### src/rtl/deb_pkg.sv
// Shared types and constants for the debounce block: per-bit FSM states,
// slot register word addresses and the debounce tick threshold.
package deb_pkg;

    typedef enum logic [1:0] {
        ST_LO      = 2'd0,
        ST_WAIT_HI = 2'd1,
        ST_HI      = 2'd2,
        ST_WAIT_LO = 2'd3
    } deb_state_t;

    localparam logic [4:0] ADDR_DATA  = 5'd0;
    localparam logic [4:0] ADDR_EDGE  = 5'd1;
    localparam logic [4:0] ADDR_LIMIT = 5'd2;
    localparam logic [4:0] ADDR_MASK  = 5'd3;

    // Number of consecutive agreeing ticks needed to accept a new level.
    // The tick that moves the FSM into a WAIT state is the first of them,
    // so the counter only has to see TICK_THRESH-1 more ticks in WAIT.
    localparam int         TICK_THRESH = 4;
    localparam logic [1:0] TICK_LAST   = 2'(TICK_THRESH - 2);

endpackage

### src/rtl/deb_cell.sv
// One debounced input bit: two-flop synchronizer followed by the
// LO / WAIT_HI / HI / WAIT_LO filter that only advances on prescaler ticks.
// rise pulses on the same cycle the debounced output turns 0->1.
module deb_cell
    import deb_pkg::*;
(
    input  logic clk,
    input  logic reset,
    input  logic din,
    input  logic tick,
    output logic dout,
    output logic rise
);

    logic [1:0] sync_q;
    logic       sync;
    deb_state_t state_q, state_d;
    logic [1:0] cnt_q, cnt_d;

    assign sync = sync_q[1];

    // Bring the raw asynchronous input into the clk domain.
    always_ff @(posedge clk) begin
        if (reset) sync_q <= 2'b00;
        else       sync_q <= {sync_q[0], din};
    end

    // State and agreeing-tick counter registers.
    always_ff @(posedge clk) begin
        if (reset) begin
            state_q <= ST_LO;
            cnt_q   <= 2'd0;
        end else begin
            state_q <= state_d;
            cnt_q   <= cnt_d;
        end
    end

    // Next state: every decision is taken on a tick; a disagreeing sample
    // during a WAIT state drops straight back to the stable level.
    always_comb begin
        state_d = state_q;
        cnt_d   = cnt_q;
        if (tick) begin
            case (state_q)
                ST_LO: begin
                    if (sync) begin
                        state_d = ST_WAIT_HI;
                        cnt_d   = 2'd0;
                    end
                end
                ST_WAIT_HI: begin
                    if (!sync) begin
                        state_d = ST_LO;
                        cnt_d   = 2'd0;
                    end else if (cnt_q == TICK_LAST) begin
                        state_d = ST_HI;
                        cnt_d   = 2'd0;
                    end else begin
                        cnt_d = cnt_q + 2'd1;
                    end
                end
                ST_HI: begin
                    if (!sync) begin
                        state_d = ST_WAIT_LO;
                        cnt_d   = 2'd0;
                    end
                end
                ST_WAIT_LO: begin
                    if (sync) begin
                        state_d = ST_HI;
                        cnt_d   = 2'd0;
                    end else if (cnt_q == TICK_LAST) begin
                        state_d = ST_LO;
                        cnt_d   = 2'd0;
                    end else begin
                        cnt_d = cnt_q + 2'd1;
                    end
                end
                default: begin
                    state_d = ST_LO;
                    cnt_d   = 2'd0;
                end
            endcase
        end
    end

    assign dout = (state_q == ST_HI) || (state_q == ST_WAIT_LO);
    assign rise = (state_q == ST_WAIT_HI) && (state_d == ST_HI);

endmodule

### src/rtl/debounce_core.sv
// Debounce slot: W debounced inputs with a programmable tick prescaler,
// a W1C rise-capture register and a small register slot interface.
// Optional feature macro DEB_IRQ_EN adds an irq mask register at word
// address 3 and a registered level interrupt output irq.
module debounce_core
    import deb_pkg::*;
#(
    parameter int          W         = 8,
    parameter logic [31:0] LIMIT_DEF = 32'd500000
) (
    input  logic          clk,
    input  logic          reset,
    input  logic          cs,
    input  logic          read,
    input  logic          write,
    input  logic [4:0]    addr,
    input  logic [31:0]   wr_data,
    output logic [31:0]   rd_data,
    input  logic [W-1:0]  din,
    output logic [W-1:0]  dout
`ifdef DEB_IRQ_EN
    ,
    output logic          irq
`endif
);

    logic          wr_en;
    logic [31:0]   limit_q;
    logic [31:0]   limit_eff;
    logic [31:0]   pre_cnt_q;
    logic          tick;
    logic [W-1:0]  rise;
    logic [W-1:0]  capture_q;
    logic [W-1:0]  capture_clr;
    logic [31:0]   rd_mux;
    logic          unused_read;

    // Reads are side-effect free, so the strobe carries no information here.
    assign unused_read = read;

    assign wr_en       = cs & write;
    assign limit_eff   = (limit_q == 32'd0) ? 32'd1 : limit_q;
    assign tick        = (pre_cnt_q >= (limit_eff - 32'd1));
    assign capture_clr = (wr_en && addr == ADDR_EDGE) ? wr_data[W-1:0] : '0;

    // Tick period register.
    always_ff @(posedge clk) begin
        if (reset)                          limit_q <= LIMIT_DEF;
        else if (wr_en && addr == ADDR_LIMIT) limit_q <= wr_data;
    end

    // Prescaler: restarts from zero whenever a new period is written.
    always_ff @(posedge clk) begin
        if (reset)                            pre_cnt_q <= 32'd0;
        else if (wr_en && addr == ADDR_LIMIT) pre_cnt_q <= 32'd0;
        else if (tick)                        pre_cnt_q <= 32'd0;
        else                                  pre_cnt_q <= pre_cnt_q + 32'd1;
    end

    for (genvar i = 0; i < W; i++) begin : g_cell
        deb_cell u_cell (
            .clk   (clk),
            .reset (reset),
            .din   (din[i]),
            .tick  (tick),
            .dout  (dout[i]),
            .rise  (rise[i])
        );
    end

    // Rise capture: software clears with write-one, a fresh rise always wins.
    always_ff @(posedge clk) begin
        if (reset) capture_q <= '0;
        else       capture_q <= (capture_q & ~capture_clr) | rise;
    end

`ifdef DEB_IRQ_EN
    logic [W-1:0] mask_q;

    // Interrupt mask register.
    always_ff @(posedge clk) begin
        if (reset)                           mask_q <= '0;
        else if (wr_en && addr == ADDR_MASK) mask_q <= wr_data[W-1:0];
    end

    // Registered interrupt level, one cycle behind the capture register.
    always_ff @(posedge clk) begin
        if (reset) irq <= 1'b0;
        else       irq <= |(capture_q & mask_q);
    end
`endif

    // Read mux over registered state; unused upper bits stay zero.
    always_comb begin
        rd_mux = 32'd0;
        case (addr)
            ADDR_DATA:  rd_mux[W-1:0] = dout;
            ADDR_EDGE:  rd_mux[W-1:0] = capture_q;
            ADDR_LIMIT: rd_mux        = limit_q;
`ifdef DEB_IRQ_EN
            ADDR_MASK:  rd_mux[W-1:0] = mask_q;
`endif
            default:    rd_mux        = 32'd0;
        endcase
    end

    assign rd_data = rd_mux;

endmodule

### config.mk
export PLATFORM = sky130hd
export DESIGN_NAME = debounce_core
export DESIGN_NICKNAME = d
export VERILOG_FILES = /design/src/rtl/deb_pkg.sv /design/src/rtl/deb_cell.sv /design/src/rtl/debounce_core.sv
export SDC_FILE = /design/constraint.sdc
export NUM_CORES = 1
export LEC_CHECK = 0
export CORE_ASPECT_RATIO = 0.75
export CORE_UTILIZATION = 55
export CTS_CLUSTER_SIZE = 12
export DETAILED_ROUTE_END_ITERATION = 16
export GPL_TIMING_DRIVEN = 0
export HOLD_SLACK_MARGIN = 0.12
export PLACE_DENSITY = 0.88
export SETUP_SLACK_MARGIN = 0.05
export SLEW_MARGIN = 0
export SYNTH_ARGS = -nofsm -noshare
export SYNTH_HDL_FRONTEND = slang
export SYNTH_HIERARCHICAL = 1
export SYNTH_SLANG_ARGS = --single-unit
export TNS_END_PERCENT = 1
### constraint.sdc
create_clock -name clk -period 7.9 [get_ports clk]
set_input_delay 2.37 -clock clk [delete_from_list [all_inputs] [get_ports clk]]
set_output_delay 2.37 -clock clk [all_outputs]
set_load 0.03 [all_outputs]
==> reports/results.ini <==
[status]
status = finished clean

[critical_path]
path_cells = clkdlybuf4s50_1 -> nand2b_1 -> nor4_1 -> clkbuf_1 -> nand2_1 -> o21ai_0 -> clkdlybuf4s50_1
endpoint_kind = output port
worst-path-buf-inv = 3
cpMostUsedCell = clkdlybuf4s50_1
regToRegSetupSlack_ps = 1770
cp_slowest_stage_delay_ps = 810
critPathArrivalTime_ps = 5120
cp-start-kind = input pin
crit_fanout = 10
path_delay_family = buffers and inverters
required_ps = 5530
slowest_stage = nor4_1
crit_type = in -> out

[cells_and_area]
final_common_cell = dfxtp_1
nNetsFinal = 964
num_antenna_cells = 0
area_delta_synth_final_pct = 25.8
drive_gt1_share_pct = 4.82
final_cell_mix = dfxtp_1, nand2_1, clkdlybuf4s50_1
fin_area_mm2 = 0.00828

[floorplanning]
core_area_mm2 = 0.0116
die_y_um = 96.7
num_io_pins = 90
start_util_pct = 56.7
fp.dieArea_mm2 = 0.0124
rows = 34
die_x_um = 128

[global_route]
grt-ovfl-total = 0
grt_pass1_vias = 5680
antenna_found_initial = 0
grt_usage_pct = 28.3
grt_max_degree = 54
grt_pass1_wl_mm = 27.7

[power]
pwr-share-seq_pct = 40.9
p_clk_share_pct = 54.9
ir_drop_mv = 0.141
pwr_density_cell_mw_per_mm2 = 183
p_leak_nw = 2.98
power_frac_comb_pct = 4.2
p_switching_w = 0.000322
switching_share_pct = 21.3
intPower_w = 0.00119

[logic_synthesis]
synth_cells = 774
synth_fp_nets = 858
synth_area_mm2 = 0.00658
synthFlopType = dfxtp_1
ys_seq_elements = 120
synth-async-reset-ratio_pct = 0
syn_avg_cell_area_um2 = 8.50
ys_types = 44
seq_area_frac_synth_pct = 36.5
ys.warnings.count = 6
synth_edf_count = 0

[clock_tree]
cts_tree = built
cts_made_buffers = 17
clock_sinks = 120
cts_htree_levels = 4
cts_buffer_depth = 2
path_clk_slew_ps = 60
post_cts_resized = 0
cts_hold_buf = 0
post_cts_buffers = 0
insertion_delay_ps = 420
cts_root_buffer = clkbuf_16

[placed_design]
gp_congestion = 0.872
placed_area_mm2 = 0.00765
place_ws_ps = 471
hpwl_mm = 11.7
place.port_buffers = 87

[route]
finalWirelength_mm = 17.0
wl_per_cell_um = 16.1
drc_errors = 0
firstDrtPassIters = 5
vias = 6184
ant_nets = 0
via_per_inst = 5.86
dr.first_iter.drc_count = 632

[timing]
tns_ps = 0
final-hold-violation-count = 0
rsz0062_at_grt = no
drv_slew = 0
setup_viol = 0
fin_crit_ps = 7490
maxSlewHeadroom_pct = 28.0
period_share_pct = 94.8
worstMarginPinSlew_ps = 1070
fin_ws_ps = 414
max_freq_ghz = 0.134
clock_skew_ps = 9.18

[job]
maxCapViolCount = 0

[hold_path]
worst_hold_path_type = reg -> reg

-- sequential cells by signal, summed over array words and instances (netlist names) --
name / count
g_cell.u_cell/sync_q: 16
capture_q: 8
g_cell.u_cell/state_q: 16
g_cell.u_cell/cnt_q: 16
limit_q: 32
pre_cnt_q: 32
-- power groups by stage --
stage | Clock [W] | Sequential (W) | Combinational [W]
floorplan | 0 | 0.000630 | 0.0000258
global placement | 0 | 0.000632 | 0.0000615
detailed placement | 0 | 0.000632 | 0.0000624
CTS | 0.000831 | 0.000619 | 0.0000630
global route | 0.000860 | 0.000620 | 0.0000681
finish | 0.000830 | 0.000619 | 0.0000632
-- synth_stat cells, types with 15 or more instances --
cell | n | area, µm²
nand4_1 | 19 | 119
mux2i_1 | 16 | 160
clkbuf_1 | 21 | 78.8
or4_1 | 16 | 120
xnor2_1 | 44 | 385
nand2_1 | 106 | 398
ha_1 | 34 | 425
nor2b_1 | 18 | 113
a21oi_1 | 44 | 220
and2_1 | 26 | 163
nor4_1 | 44 | 275
nand2b_1 | 20 | 125
a31oi_1 | 17 | 106
nand3b_1 | 24 | 180
xor2_1 | 21 | 184
dfxtp_1 | 120 | 2400
nand3_1 | 15 | 75.1
nor2_1 | 40 | 150
nor3_1 | 17 | 85.1
-- per-layer routing --
metal  global-route usage (%)  wire (µm)  up-vias
met4                     11.9        440        0
li1                         -          -     3003
met3                     4.98       1060       45
met1                     39.5       7860     2918
met5                        0          0        -
met2                     42.9       7640      218
-- metrics by stage --
stage                     cells  util [%]  total power (W)  hold WS [ps]
after global routing       1055      71.3          0.00155           456
after CTS                  1055      71.3          0.00151           435
after detailed placement   1023      65.9         0.000694           422
final                      1055      71.3          0.00151           432
after global placement     1023      65.9         0.000693           416
after floorplan             774         -         0.000656           414
-- layout make-up --
| cell class | instances | area, µm² |
|---|---|---|
| inverter | 13 | 48.8 |
| tap | 162 | 203 |
| fill | 855 | 3330 |
| timing repair buffer | 87 | 866 |
| sequential | 120 | 2400 |
| multi-input combinational | 602 | 3930 |
| buffer | 39 | 201 |
| clock inverter | 11 | 171 |
| clock buffer | 21 | 460 |
-- logic make-up (layout without fill, tap and decap cells) --
group | after synthesis | count (layout) | share of synthesized area, %
flip-flops | 120 | 120 | 36.5
AND/OR/NAND/NOR | 395 | 395 | 33.8
adder cells (fa/ha/maj) | 34 | 34 | 6.47
buffers and inverters | 52 | 171 | 3.80
multiplexers | 16 | 16 | 2.43
AO/OA/AOI/OAI | 92 | 92 | 8.39
XOR/XNOR | 65 | 65 | 8.65
-- worst paths after layout --
kind,start,end,depth (start not counted)
worst max register to register,limit_q[15],g_cell[6].u_cell/cnt_q[1],21
worst max-delay path,addr[1],rd_data[6],7
worst min register to register,g_cell[4].u_cell/sync_q[0],g_cell[4].u_cell/sync_q[1],1
worst min-delay path,g_cell[4].u_cell/sync_q[0],g_cell[4].u_cell/sync_q[1],1
Power figures use the tool's default switching activity.
==> variant: new RTL, same flow settings <==
The option `DEB_IRQ_EN` is turned on by a define.
--- a/src/rtl/debounce_core.sv
+++ b/src/rtl/debounce_core.sv
@@ -2,6 +2,8 @@
 // a W1C rise-capture register and a small register slot interface.
 // Optional feature macro DEB_IRQ_EN adds an irq mask register at word
 // address 3 and a registered level interrupt output irq.
+`define DEB_IRQ_EN
+
 module debounce_core
     import deb_pkg::*;
 #(
Behaviour (old outputs only; new: irq): not the same (a bounded check fails within 4 cycles, from zero or initial values and one cycle with reset high).
==> variant against the unedited design <==
  * Sequential cell count is 9 higher
  * Worst setup slack worse by 0.16 ns
  * Routed wire length is 1.9% higher
  * Sequential share of layout area is 0.66 points higher
  * Total power is 3.9% higher
  * Clock power is 1% lower
  * Synthesized area is 6.0% higher
  * Final area is 5.1% higher
  * Critical path type unchanged
==> variant: results <==
INSERT INTO impl_metrics (metric_group, metric, value, unit) VALUES
('place', 'place.port_buffers', '89', ''),
('worst_setup_path', 'rr_endpoint', 'capture_q[0]$_SDFF_PP0_', ''),
('global_routing', 'overall_fraction_of_global_route_tracks_in_use', '0.272', ''),
('yosys', 'synth_mux_area_frac', '0.0262', ''),
('route', 'violation_count_after_the_first_detailed_route_iteration', '653', ''),
('layout', 'fin_nets', '1010', ''),
('timing', 'period_needed', '7.64', 'ns'),
('worst_setup_path', 'crit-reg2reg-launch', 'limit_q[11]$_SDFFE_PP0P_', ''),
('layout', 'final_layout_size_suffix_gt1_frac', '0.0607', ''),
('place', 'detailedPlace.worstSlack', '0.0934', 'ns'),
('run_status', 'outcome', 'completed', ''),
('route', 'vias', '6463', ''),
('place', 'gpl.final_weighted_congestion', '0.976', ''),
('yosys', 'synth-seq-area-share', '0.370', ''),
('route', 'drt-total-wl', '17.3', 'mm'),
('place', 'placed_cell_area', '8080', 'µm²'),
('route', 'firstDrtPassIters', '6', ''),
('timing', 'tightestPinTransition', '0.978', 'ns'),
('yosys', 'netlist-cell-type-count', '46', ''),
('yosys', 'synth_compound_gate_area_share', '0.0897', ''),
('yosys', 'synth_fa_ha_area_frac', '0.0610', ''),
('global_routing', 'grt_first_pass_wirelength', '28.5', 'mm'),
('layout', 'finish.cell_count_without_fillers', '1105', ''),
('yosys', 'post_synth_most_frequent_cells', 'sky130_fd_sc_hd__dfxtp_1, sky130_fd_sc_hd__nand2_1, sky130_fd_sc_hd__nor2_1', ''),
('worst_setup_path', 'arr_time_crit_path', '5.27', 'ns');
==> variant: worst max-delay path, cell delays in order <==
cell	delay [ns]
sky130_fd_sc_hd__clkdlybuf4s50_1	0.40
sky130_fd_sc_hd__or3_1	0.37
sky130_fd_sc_hd__clkbuf_1	0.22
sky130_fd_sc_hd__nor3_2	0.42
sky130_fd_sc_hd__clkbuf_1	0.47
sky130_fd_sc_hd__a22oi_1	0.19
sky130_fd_sc_hd__nand2_1	0.14
sky130_fd_sc_hd__clkdlybuf4s50_1	0.68
==> variant: metrics by stage <==
step                      power (W)  hold WS, ns   util
after floorplan            0.000720        0.414      -
after global placement     0.000762        0.417  0.656
after detailed placement   0.000763        0.424  0.657
after CTS                   0.00157        0.431  0.707
after global routing        0.00162        0.444  0.707
final                       0.00157        0.432  0.707
==> variant: layer usage <==
layer | vias to the layer above | part of all wire | global-route usage
met5 | - | 0 | 0
met1 | 3049 | 0.48 | 0.372
li1 | 3138 | - | -
met2 | 248 | 0.44 | 0.428
met3 | 28 | 0.065 | 0.0571
met4 | 0 | 0.015 | 0.0957
==> variant: power by group <==
part	switching [W]	internal, W
registers	0.0000115	0.000663
clock network	0.000311	0.000510
logic	0.0000366	0.0000402
==> variant: cells by family (layout without fill, tap and decap cells) <==
| kind of cell | count (synthesis) | count (layout) |
|---|---|---|
| AOI/OAI and AO/OA | 101 | 101 |
| xor gates and xnor gates | 67 | 67 |
| adders and majority gates | 34 | 34 |
| buffers and inverters | 56 | 178 |
| DFF | 129 | 129 |
| muxes | 17 | 17 |
| and+or+nand+nor | 413 | 413 |
==> variant: final cells by class <==
cell class / instances / area [µm²] / share of cell area
multi-input cells: 632 / 4130 / 0.474
flip-flops and latches: 129 / 2580 / 0.297
clock inverters: 14 / 178 / 0.0204
plain buffers: 37 / 199 / 0.0229
clock buffers: 18 / 439 / 0.0505
inverters: 19 / 71.3 / 0.00819
well taps: 166 / 208 / 0.0239
repair buffers: 90 / 901 / 0.104
==> variant: timing repair <==
action                                  in CTS  in global routing
resized for setup                            0                  1
hold endpoints to repair                     0                  0
endpoints found under the setup margin       0                  9
==> variant: worst min path at each step <==
stage	endpoint	slack (ns)	cells after the start
floorplan	g_cell[0].u_cell/sync_q[1]$_SDFF_PP0_	0.41	1
global placement	g_cell[4].u_cell/sync_q[1]$_SDFF_PP0_	0.42	1
detailed placement	g_cell[7].u_cell/sync_q[1]$_SDFF_PP0_	0.42	1
CTS	g_cell[6].u_cell/sync_q[1]$_SDFF_PP0_	0.43	1
global route	g_cell[6].u_cell/sync_q[1]$_SDFF_PP0_	0.44	1
finish	g_cell[6].u_cell/sync_q[1]$_SDFF_PP0_	0.43	1
